[src/rtl/shift_out_driver_pkg.sv]
// Shared types and helpers for the 74HC595-style serial output driver.
package shift_out_driver_pkg;

    // Transfer phases: wait for a word, shift-clock low, shift-clock high, latch pulse.
    typedef enum logic [1:0] {
        ST_IDLE  = 2'd0,
        ST_LOW   = 2'd1,
        ST_HIGH  = 2'd2,
        ST_LATCH = 2'd3
    } state_e;

    // Number of bits needed to hold 'value' (never less than 1).
    function automatic int unsigned GET_WIDTH(input int unsigned value);
        int unsigned w;
        w = 1;
        for (int unsigned i = 1; i < 32; i++) begin
            if ((value >> i) != 0) begin
                w = i + 1;
            end
        end
        return w;
    endfunction

endpackage

[src/rtl/shift_out_driver.sv]
// Serialises a parallel word onto a 74HC595-style chain: shift clock, data, latch, clear.
module shift_out_driver
    import shift_out_driver_pkg::*;
#(
    parameter int unsigned DATA_BITS   = 16,
    parameter int unsigned HALF_PERIOD = 2,
    parameter bit          MSB_FIRST   = 1'b1
) (
    input  logic                 clk,
    input  logic                 rst,
    input  logic                 start,
    input  logic [DATA_BITS-1:0] data,
    output logic                 busy,
    output logic                 done,
    output logic                 s_clk,
    output logic                 s_dat,
    output logic                 s_lat,
    output logic                 s_clr_n
);

    localparam int unsigned DIV_W = GET_WIDTH(HALF_PERIOD - 1);
    localparam int unsigned CNT_W = GET_WIDTH(DATA_BITS);

    state_e               state_q, state_d;
    logic [DIV_W-1:0]     div_q, div_d;
    logic [CNT_W-1:0]     cnt_q, cnt_d;
    logic [DATA_BITS-1:0] sr_q, sr_d;
    logic [DATA_BITS-1:0] sr_shift;
    logic                 phase_end;
    logic                 busy_q, busy_d;
    logic                 done_q, done_d;
    logic                 s_clk_q, s_clk_d;
    logic                 s_dat_q, s_dat_d;
    logic                 s_lat_q, s_lat_d;
    logic                 s_clr_n_q;

    // Next-state logic; pin outputs are derived from the next state so they leave a flop.
    always_comb begin
        state_d   = state_q;
        div_d     = div_q;
        cnt_d     = cnt_q;
        sr_d      = sr_q;
        s_dat_d   = s_dat_q;
        done_d    = 1'b0;
        phase_end = (div_q == DIV_W'(HALF_PERIOD - 1));
        sr_shift  = MSB_FIRST ? (sr_q << 1) : (sr_q >> 1);

        case (state_q)
            ST_IDLE: begin
                if (start) begin
                    sr_d    = data;
                    cnt_d   = CNT_W'(DATA_BITS);
                    div_d   = '0;
                    s_dat_d = MSB_FIRST ? data[DATA_BITS-1] : data[0];
                    state_d = ST_LOW;
                end
            end
            ST_LOW: begin
                if (phase_end) begin
                    div_d   = '0;
                    state_d = ST_HIGH;
                end else begin
                    div_d = div_q + DIV_W'(1);
                end
            end
            ST_HIGH: begin
                if (phase_end) begin
                    div_d = '0;
                    cnt_d = cnt_q - CNT_W'(1);
                    sr_d  = sr_shift;
                    if (cnt_q == CNT_W'(1)) begin
                        // last bit stays on s_dat through the latch phase
                        state_d = ST_LATCH;
                    end else begin
                        s_dat_d = MSB_FIRST ? sr_shift[DATA_BITS-1] : sr_shift[0];
                        state_d = ST_LOW;
                    end
                end else begin
                    div_d = div_q + DIV_W'(1);
                end
            end
            ST_LATCH: begin
                if (phase_end) begin
                    div_d   = '0;
                    done_d  = 1'b1;
                    state_d = ST_IDLE;
                end else begin
                    div_d = div_q + DIV_W'(1);
                end
            end
            default: begin
                state_d = ST_IDLE;
            end
        endcase

        busy_d  = (state_d != ST_IDLE);
        s_clk_d = (state_d == ST_HIGH);
        s_lat_d = (state_d == ST_LATCH);
    end

    // State and output registers; reset also holds the external chain cleared.
    always_ff @(posedge clk) begin
        if (rst) begin
            state_q   <= ST_IDLE;
            div_q     <= '0;
            cnt_q     <= '0;
            sr_q      <= '0;
            busy_q    <= 1'b0;
            done_q    <= 1'b0;
            s_clk_q   <= 1'b0;
            s_dat_q   <= 1'b0;
            s_lat_q   <= 1'b0;
            s_clr_n_q <= 1'b0;
        end else begin
            state_q   <= state_d;
            div_q     <= div_d;
            cnt_q     <= cnt_d;
            sr_q      <= sr_d;
            busy_q    <= busy_d;
            done_q    <= done_d;
            s_clk_q   <= s_clk_d;
            s_dat_q   <= s_dat_d;
            s_lat_q   <= s_lat_d;
            s_clr_n_q <= 1'b1;
        end
    end

    assign busy    = busy_q;
    assign done    = done_q;
    assign s_clk   = s_clk_q;
    assign s_dat   = s_dat_q;
    assign s_lat   = s_lat_q;
    assign s_clr_n = s_clr_n_q;

endmodule

[config.mk]
export PLATFORM = sky130hd
export DESIGN_NAME = shift_out_driver
export DESIGN_NICKNAME = d
export VERILOG_FILES = /design/src/rtl/shift_out_driver_pkg.sv /design/src/rtl/shift_out_driver.sv
export SDC_FILE = /design/constraint.sdc
export NUM_CORES = 1
export LEC_CHECK = 0
export CORE_ASPECT_RATIO = 0.7
export CORE_MARGIN = 1
export CORE_UTILIZATION = 25
export CTS_CLUSTER_DIAMETER = 50
export CTS_CLUSTER_SIZE = 14
export DETAILED_ROUTE_END_ITERATION = 10
export GPL_TIMING_DRIVEN = 0
export SLEW_MARGIN = 25
export SYNTH_ARGS = -nofsm -noshare
export SYNTH_HDL_FRONTEND = slang
export SYNTH_SLANG_ARGS = --single-unit
[constraint.sdc]
create_clock -name clk -period 1.8 [get_ports clk]
set_clock_uncertainty 0.05 [all_clocks]
set_input_delay 0.18 -clock clk [delete_from_list [all_inputs] [get_ports clk]]
set_output_delay 0.18 -clock clk [all_outputs]
set_load 0.03 [all_outputs]
==> qor.yml, run 1 <==
utilization_pct: 35.2
synth_edf_count: 0
clk_pin_slew_ns: 0.06
combinationalPowerShare_pct: 16.9
synth_cells: 134
start_util_pct: 26.4
max_freq_ghz: 0.623
p_int_mw: 1.18
crit_path_end_kind: "flop"
area_delta_synth_final_pct: 33.4
crit_path_cell_trace: "buf_6, mux2i_4, nor2_1, buf_2, buf_2, a211oi_1"
final_cell_mix: "dfxtp_1 (29), nor2_1 (24), clkdlybuf4s50_1 (24), mux2i_1 (16), a211oi_1 (16)"
routed_wl_mm: 2.70
fin_cells: 235
antenna_cells: 0
slowest_stage: "dfxtp_1"
coreArea_sq_um: 4860
power_density_nw_per_um2: 927
hold_buffers: 0
die_h_um: 61.9
via_count: 1016
drcViolationCount: 0
status: "finished, final reports clean"
gp_congestion: 0.713
setup_violations: 0
via_per_inst: 4.32
cts_buffer_depth: 2
grt_overflow: 0
clock_sinks: 29
ant_nets: 0
critical_path.max_stage_delay_ns: 0.32
reg_top3: "sr_q (15), cnt_q (5), state_q (2)"
dr.pass1.iters: 3
syn_area_per_cell_sq_um: 9.57
fin_hold_ws_ns: 0.424
cts_resized: 0
nets: 186
wl_per_cell_um: 11.5
max_slew_margin_pct: 67.5
hold_viol_final: 0
ys_warn_count: 0
power_mw: 1.59
netlist-cell-type-count: 32
cts_root_buffer: "clkbuf_8"
mappedNetlistArea_sq_um: 1280
path_class: "reg -> reg"
seqPwrFrac_pct: 45.9
fillers: 505
arrival_ns: 1.75
postCtsSetupBuffers: 0
hpwl_mm: 1.96
cp-start-kind: "flop"
crit_family: "buffers and inverters"
clock_latency_ns: 0.28
cts_tree: "built"
chipWidth_um: 87.6
synth_seq_cells: 29
numCtsBuffers: 5
multi_input_area_sq_um: 633
worstPathRequired_ns: 1.94
ios: 25
drv_slew: 0
grt_max_degree: 11
worst-path-max-fanout: 10
regArea_sq_um: 581
grt_pass1_vias: 971
placed_cells: 227
fin_crit_sh_pct: 89.2
layout_commonest_cell: "dfxtp_1"
worst_pin_slew_ns: 0.487
detail_route.iter0.violations: 27
p_leak_nw: 0.717
synth_fp_nets: 155
hold_path.class: "reg -> reg"
clkPwrFrac_pct: 37.2
largest_register_ffs: 15
cp_common_cell: "buf_2"
rsz0062_at_grt: "no"
fin_crit_ns: 1.61
fin_tns_setup_ns: 0
drive_gt1_share_pct: 12.0
antenna_found_initial: 0
switching_share_pct: 25.8
ys_seq_area_share_pct: 45.3
synth-main-ff-cell: "dfxtp_1"
p_switching_mw: 0.408
h-tree-depth: 2
dieArea_sq_um: 5420
portBuffers: 24
peakVddDrop_mv: 0.240
regMostFlops: "sr_q"
synthArstFlopShare_pct: 0
maxCapViolations: 0
gr-usage-all-layers_pct: 11.5
grt_pass1_wl_mm: 4.48
cp.buffers_inverters: 3
rows: 21
[metrics by stage]
step	area, sq um	setup WS, ns
after global placement	1610	-0.0158
after CTS	1710	0.175
final	1710	0.195
after floorplan	1280	0.350
after detailed placement	1610	-0.0322
after global routing	1710	0.0349
[per-layer routing]
layer,track usage [%],part of all wire (%),routed length (um),vias up
met4,6.32,2.3,61,0
met1,14.7,53,1440,457
met5,0,0,0,-
met2,16.9,39,1050,20
met3,4.49,5.4,145,7
li1,-,-,-,532
[area by class of cell]
cell class                 count  share of cell area, %
buffer                        10                   3.37
clock inverter                 1                  0.293
inverter                       3                  0.658
sequential                    29                   33.9
tap                           69                   5.05
multi-input combinational     92                   37.0
clock buffer                   7                   5.63
timing repair buffer          24                   14.0
[synth_stat cells (all sizes together), types with 2 or more instances]
cell / number / share of area [%]
a211oi: 16 / 9.4
a21oi: 4 / 1.9
buf: 7 / 3.6
clkbuf: 3 / 0.88
dfxtp: 29 / 45
ha: 2 / 2.0
inv: 3 / 0.88
mux2i: 17 / 14
nand2: 6 / 1.8
nand2b: 2 / 0.98
nor2: 24 / 7.0
nor3: 2 / 0.78
or3: 2 / 0.98
xnor2: 3 / 2.0
[path summary, 6_finish.rpt]
kind                              start                     to  slack (ns)  cells past startpoint
hold / removal    cnt_q[1]$_SDFFE_PP0P_  cnt_q[1]$_SDFFE_PP0P_        0.42                      2
setup reg to reg  state_q[1]$_SDFF_PP0_   sr_q[5]$_SDFFE_PP0P_        0.19                      6
hold reg to reg   cnt_q[1]$_SDFFE_PP0P_  cnt_q[1]$_SDFFE_PP0P_        0.42                      2
setup / recovery  state_q[1]$_SDFF_PP0_   sr_q[5]$_SDFFE_PP0P_        0.19                      6
[worst register-to-register path, delay by kind of cell (launching register included)]
kind	cells	cell delay [ns]
muxes	1	0.30
buffers and inverters	3	0.55
AOI/OAI and AO/OA	1	0.23
and+or+nand+nor	1	0.08
DFF	1	0.32
[cell families after synthesis]
logic type	share of synthesized area (%)
xor gates and xnor gates	2.05
DFF	45.3
and+or+nand+nor	16.0
muxes	15.1
buffers and inverters	5.37
AOI/OAI and AO/OA	14.2
adders and majority gates	1.95
[power groups by stage]
| stage | sequential, mW | combinational (mW) | clock (mW) |
|---|---|---|---|
| floorplan | 0.747 | 0.168 | 0 |
| global placement | 0.739 | 0.269 | 0 |
| detailed placement | 0.741 | 0.270 | 0 |
| CTS | 0.727 | 0.271 | 0.608 |
| global route | 0.733 | 0.297 | 0.639 |
| finish | 0.727 | 0.268 | 0.590 |
No activity file was read; power rests on OpenSTA's default activity.
==> inputs of run 2 (changes only) <==
==> constraint.sdc (replaced) <==
create_clock -name clk -period 1.8 [get_ports clk]
set_clock_uncertainty 0.05 [all_clocks]
set_input_delay 0.18 -clock clk [delete_from_list [all_inputs] [get_ports clk]]
set_output_delay 0.18 -clock clk [all_outputs]
set_load 0.02 [all_outputs]
==> results of run 2 <==
The final DEF is identical to that of run 1. Status: finished, final reports clean.
Main changes from that run: total power 1.59 mW -> 1.58 mW
==> inputs of run 3 (changes only) <==
--- a/config.mk
+++ b/config.mk
@@ -16,3 +16,4 @@
 export SYNTH_ARGS = -nofsm -noshare
 export SYNTH_HDL_FRONTEND = slang
 export SYNTH_SLANG_ARGS = --single-unit
+export TNS_END_PERCENT = 20
==> results of run 3 <==
The final DEF is identical to that of run 1. Status: finished, final reports clean.
Main changes from that run: total power 1.59 mW -> 1.58 mW
